--- src/rtl/coeff_sequencer.sv ---
// coeff_sequencer: streams one stored 5x5 kernel per frame, aligned to the delayed vsync,
// with a register-file config port that stalls only writes to the kernel being streamed.
module coeff_sequencer #(
  parameter int NUM_KERNELS = 4,
  parameter int COEFF_W = 16,
  parameter int TAPS = 25,
  localparam int KW = $clog2(NUM_KERNELS)
) (
  input  logic               clk,
  input  logic               rst,
  input  logic               vs_i,
  input  logic               hs_i,
  input  logic               dv_i,
  output logic               vs_o,
  output logic               hs_o,
  output logic               dv_o,
  output logic [COEFF_W-1:0] coeff_o,
  input  logic [KW-1:0]      sel_i,
  input  logic               cfg_we,
  input  logic [KW-1:0]      cfg_kernel,
  input  logic [4:0]         cfg_idx,
  input  logic [COEFF_W-1:0] cfg_data,
  output logic               cfg_ready_o,
  output logic               cfg_err_o,
  output logic               load_done_o,
  output logic               frame_err_o,
  output logic [KW-1:0]      active_o
);
  typedef enum logic [1:0] {IDLE, LOAD, HOLD} state_t;
  state_t state, state_n;
  logic [4:0] n;
  logic vs_prev, rise, last, wr_ok;
  logic [COEFF_W-1:0] k [NUM_KERNELS][TAPS];
  assign rise = vs_i && !vs_prev;
  assign last = n == 5'(TAPS - 1);
  assign cfg_ready_o = !(state == LOAD && cfg_kernel == active_o);
  assign wr_ok = cfg_we && cfg_ready_o;
  always_comb begin
    state_n = state == IDLE ? (rise ? LOAD : IDLE) :
              state == LOAD ? (!vs_i ? IDLE : last ? HOLD : LOAD) :
              (vs_i ? HOLD : IDLE);
    load_done_o = !rst && state == LOAD && vs_i && last;
    coeff_o = state == LOAD ? k[active_o][n] : '0;
  end
  // vs_prev resets high so a vsync held across reset is not mistaken for a new frame
  always_ff @(posedge clk) begin
    if (rst) begin
      state <= IDLE;
      n <= '0;
      active_o <= '0;
      {vs_o, hs_o, dv_o} <= '0;
      vs_prev <= 1'b1;
      cfg_err_o <= 1'b0;
      frame_err_o <= 1'b0;
      for (int i = 0; i < NUM_KERNELS; i++)
        for (int j = 0; j < TAPS; j++)
          k[i][j] <= (i == 0 && j == 12) ? COEFF_W'(256) : '0;
    end else begin
      state <= state_n;
      n <= state == LOAD ? n + 5'd1 : '0;
      if (state == IDLE && rise) active_o <= sel_i;
      {vs_o, hs_o, dv_o} <= {vs_i, hs_i, dv_i};
      vs_prev <= vs_i;
      cfg_err_o <= wr_ok && cfg_idx >= 5'(TAPS);
      frame_err_o <= state == LOAD && !vs_i;
      if (wr_ok && cfg_idx < 5'(TAPS)) k[cfg_kernel][cfg_idx] <= cfg_data;
    end
  end
endmodule

--- config.mk ---
export PLATFORM = sky130hd
export DESIGN_NAME = coeff_sequencer
export DESIGN_NICKNAME = d
export VERILOG_FILES = /design/src/rtl/coeff_sequencer.sv
export SDC_FILE = /design/constraint.sdc
export NUM_CORES = 2
export LEC_CHECK = 0
export CORE_ASPECT_RATIO = 0.9
export CORE_MARGIN = 2
export CORE_UTILIZATION = 50
export DETAILED_ROUTE_END_ITERATION = 10
export PLACE_DENSITY = 0.66
export SYNTH_ARGS = -nofsm -noshare
export SYNTH_HDL_FRONTEND = slang
export SYNTH_SLANG_ARGS = --single-unit
--- constraint.sdc ---
create_clock -name clk -period 3.1 [get_ports clk]
set_input_delay 0.62 -clock clk [delete_from_list [all_inputs] [get_ports clk]]
set_output_delay 0.62 -clock clk [all_outputs]
set_load 0.03 [all_outputs]
==> metrics.md <==
| Metric | Value |
|---|---|
| Global-route wire length before repair | `311,000 um` |
| Unrepaired setup endpoints after global routing | `yes` |
| Largest net degree at the start of global routing | `108` |
| Clock H-tree levels | `4` |
| Clock transition at the register clock pins on the worst setup and hold paths after CTS | `60 ps` |
| Number of flops mapped to enable cells by yosys | `1,600` |
| 1st-pass router iterations | `8` |
| Post-Syn Area | `0.0748 mm2` |
| Count of cells along the worst hold path | `3` |
| Critical Path AT | `3660 ps` |
| Maximum root-to-sink buffer count | `3` |
| Post-synthesis cell count | `4,906` |
| Total power | `48.0 mW` |
| Slew at the pin with the worst max-slew slack | `800 ps` |
| Yosys reg bits | `1,617` |
| Initial core utilization | `50.4%` |
| Final worst hold slack | `260 ps` |
| Worst-case hold path end point | `vs_o$_SDFF_PP0_` |
| HPWL after DPL | `136,000 um` |
| Sequential fraction of the synthesis area | `64.7%` |
| Max_slew headroom | `46.7%` |
| I/O pins | `56` |
| Cell variety after synth | `72` |
| Delay contributed by the slowest stage of the critical path | `550 ps` |
| Power per standard cell area | `537 mW/mm2` |
| Critical path class | `reg2out` |
| Worst clock skew | `20.1 ps` |
| Category of the worst setup path launch point | `register` |
| Per-instance average area after synthesis | `15.2 um2` |
| Final cell area excluding filler cells | `0.0893 mm2` |
| Period utilization | `138%` |
| HP Class | `in2reg` |
| Nets in the synthesized netlist | `4,939` |
| FF/Latch Area | `0.0484 mm2` |
| Ratio of cells with drive above 1 in the final layout | `29.4%` |
| Final WL | `216,000 um` |
| Net count reported at finish | `5,349` |
| Number of global-route vias before repair | `43,800` |
| Result of the run | `complete, but fails checks` |
| Area of the die | `0.153 mm2` |
| TritonCTS Sinks | `1,617` |
| Multi-input gate area in the final layout | `0.0255 mm2` |
| Most common cell after layout, fill and taps aside | `and2_1` |
| Launch instance of the worst register-to-register path | `state[0]$_SDFF_PP0_` |
| Final number of hold-violating endpoints | `0` |
| Violations in the final reports | `setup timing` |
| Routability congestion estimate from global placement | `0.885` |
| Total core area | `0.148 mm2` |
| Final period demand of the worst path | `4280 ps` |
| Remaining routing DRC violations | `0` |
| Beginning of the worst hold path | `rst` |
| Final core utilization | `60.2%` |
| Starting DRC count in detailed routing | `5,907` |
| Number of cells on the worst reg-to-reg path | `8` |
| Internal reg-to-reg setup slack | `520 ps` |
| Layout Area Growth over Synthesis | `19.4%` |
| Overall Global Routing Usage | `28.3%` |
| Avg WL per Cell | `29.0 um` |
| Pre-CTS setup slack | `-1020 ps` |
| Antenna violations before repair | `9` |
| CP max-delay cell | `mux4_2` |
| Largest fanout on the critical path | `6` |
| Commonest cells after routing, fill and taps aside | `1,603 x and2_1, 1,600 x edfxtp_1, 471 x buf_4, 308 x mux4_2, 171 x clkbuf_16` |
| Final-report setup violation count | `16` |
| Number of buffers added by the clock tree synthesis step | `167` |
| Type of destination of the critical path | `output port` |
| Static leakage | `32.5 nW` |
| Final max-slew violation count | `0` |
| Routed vias | `44,300` |
| Area after detailed placement | `0.0814 mm2` |
| Total overflow reported by the global router | `0` |
| Synth warn | `0` |
| WP data required | `2480 ps` |
| Root buffer cell | `clkbuf_16` |
| Row count | `134` |
| Dominant register cell in the synthesized netlist | `edfxtp_1` |
| Chip Width | `412 um` |
| Proportion of synthesized flip-flops having asynchronous set or reset | `0%` |
| Final worst slack | `-1180 ps` |
| Vertical extent of the die | `371 um` |
| Worst skew pair latency | `840 ps` |
| Number of input and output port buffers inserted | `55` |
| Max-Cap Viols | `0` |
| Worst VDD drop | `694 uV` |
| Vias per cell | `5.96` |
| Clock tree from TritonCTS | `built` |
| Number of fill cells in the layout | `11,000` |
| Critical-path cell list | `buf_12 > buf_16 > buf_16 > buf_12 > buf_8 > mux4_2 > a22oi_2 > a21oi_4 > nor3_4 > buf_6 > a21oi_4 > buf_6` |
| Number of nets with antenna violations after routing | `0` |
| Maximum frequency from static timing analysis | `234 MHz` |
| Reg-to-Reg End | `k[1][347]$_SDFFCE_PN0P_` |
report_power, final:
group | internal (mW) | switching [mW]
Clock | 11.3 | 8.76
Sequential | 24.7 | 0.202
Combinational | 1.17 | 1.86
area by class of cell:
type,instances,area share [%]
sequential,1617,54.2
clock inverter,105,1.14
tap,1972,2.76
inverter,5,0.0238
multi-input combinational,2828,28.5
antenna,6,0.0168
clock buffer,201,4.89
timing repair buffer,697,8.45
kinds of logic after synthesis:
logic type | after synthesis | share of synthesized area (%)
and+or+nand+nor | 2008 | 16.8
DFF | 1617 | 64.7
muxes | 500 | 12.3
buffers and inverters | 461 | 2.93
AOI/OAI and AO/OA | 313 | 3.20
xor gates and xnor gates | 5 | 0.0586
adders and majority gates | 2 | 0.0335
how the worst max path moves through the flow:
stage	cells past startpoint	from	endpoint	slack, ps
6_report	12	register	coeff_o[5]	-1180
5_1_grt	12	register	coeff_o[5]	-1190
4_1_cts	9	register	coeff_o[3]	-1160
3_5_place_dp	10	register	coeff_o[5]	-1020
3_3_place_gp	9	register	coeff_o[5]	-1110
2_1_floorplan	9	register	coeff_o[1]	50
repair_timing:
item / in CTS / in global routing
gates cloned: 7 / 4
hold buffers: 0 / 0
setup endpoints to repair: 17 / 16
resized for setup: 188 / 155
setup buffers: 25 / 44
pin swaps: 34 / 58
state kept, by name, summed over array words and instances (netlist names), named ones only:
register     count
k             1600
n                5
active_o         2
state            2
cfg_err_o        1
dv_o             1
frame_err_o      1
hs_o             1
vs_o             1
vs_prev          1
worst max-delay path, delay by kind of cell (launching register included):
kind / cells / cell delay, ps
buf+inv: 7 / 950
mux: 1 / 550
compound gates: 3 / 490
flops: 1 / 390
simple gates: 1 / 430
synth_stat cells (4+ instances only):
master	n	area (um2)
nor4b_1	4	35.0
nor3b_1	5	37.5
o221ai_1	31	272
or3_1	4	25.0
mux4_2	306	6890
or2_2	101	632
a311oi_1	4	35.0
a211o_1	20	175
nor2b_1	14	87.6
nor2_4	59	664
mux2_2	36	405
buf_4	26	195
nor3_1	11	55.1
or3b_2	6	52.6
a211oi_1	26	195
nand3b_1	6	45.0
and2_1	1604	10000
o22ai_1	14	87.6
edfxtp_1	1600	48000
xnor2_1	4	35.0
o211ai_1	6	45.0
nor2_1	75	282
nand3_1	18	90.1
clkbuf_2	40	200
a31oi_1	18	113
a21oi_1	42	210
a22o_1	38	333
and3b_1	5	43.8
a41o_1	4	40.0
buf_1	32	120
mux4_1	20	526
a221oi_1	20	175
buf_6	21	236
nand2b_1	4	25.0
buf_2	45	225
nand2_1	80	300
buf_12	4	80.1
o21ai_0	7	35.0
a22oi_1	56	420
a2111oi_0	4	35.0
clkbuf_1	285	1070
mux2i_1	138	1380
dfxtp_1	17	340
routing by layer:
layer | vias to the layer above | global-route usage (%) | wire length [um]
met2 | 2226 | 43.7 | 101000
li1 | 18900 | - | -
met1 | 22800 | 40.4 | 86200
met4 | 2 | 8.00 | 5610
met3 | 314 | 6.62 | 22900
met5 | - | 0 | 136
through the flow:
step,std cells,TNS (ps)
3_5_place_dp,7049,-85150
3_3_place_gp,7049,-81540
2_1_floorplan,4906,0
4_1_cts,7384,-17920
6_report,7431,-16970
5_1_grt,7425,-17510
(Power assumes the default switching activity.)
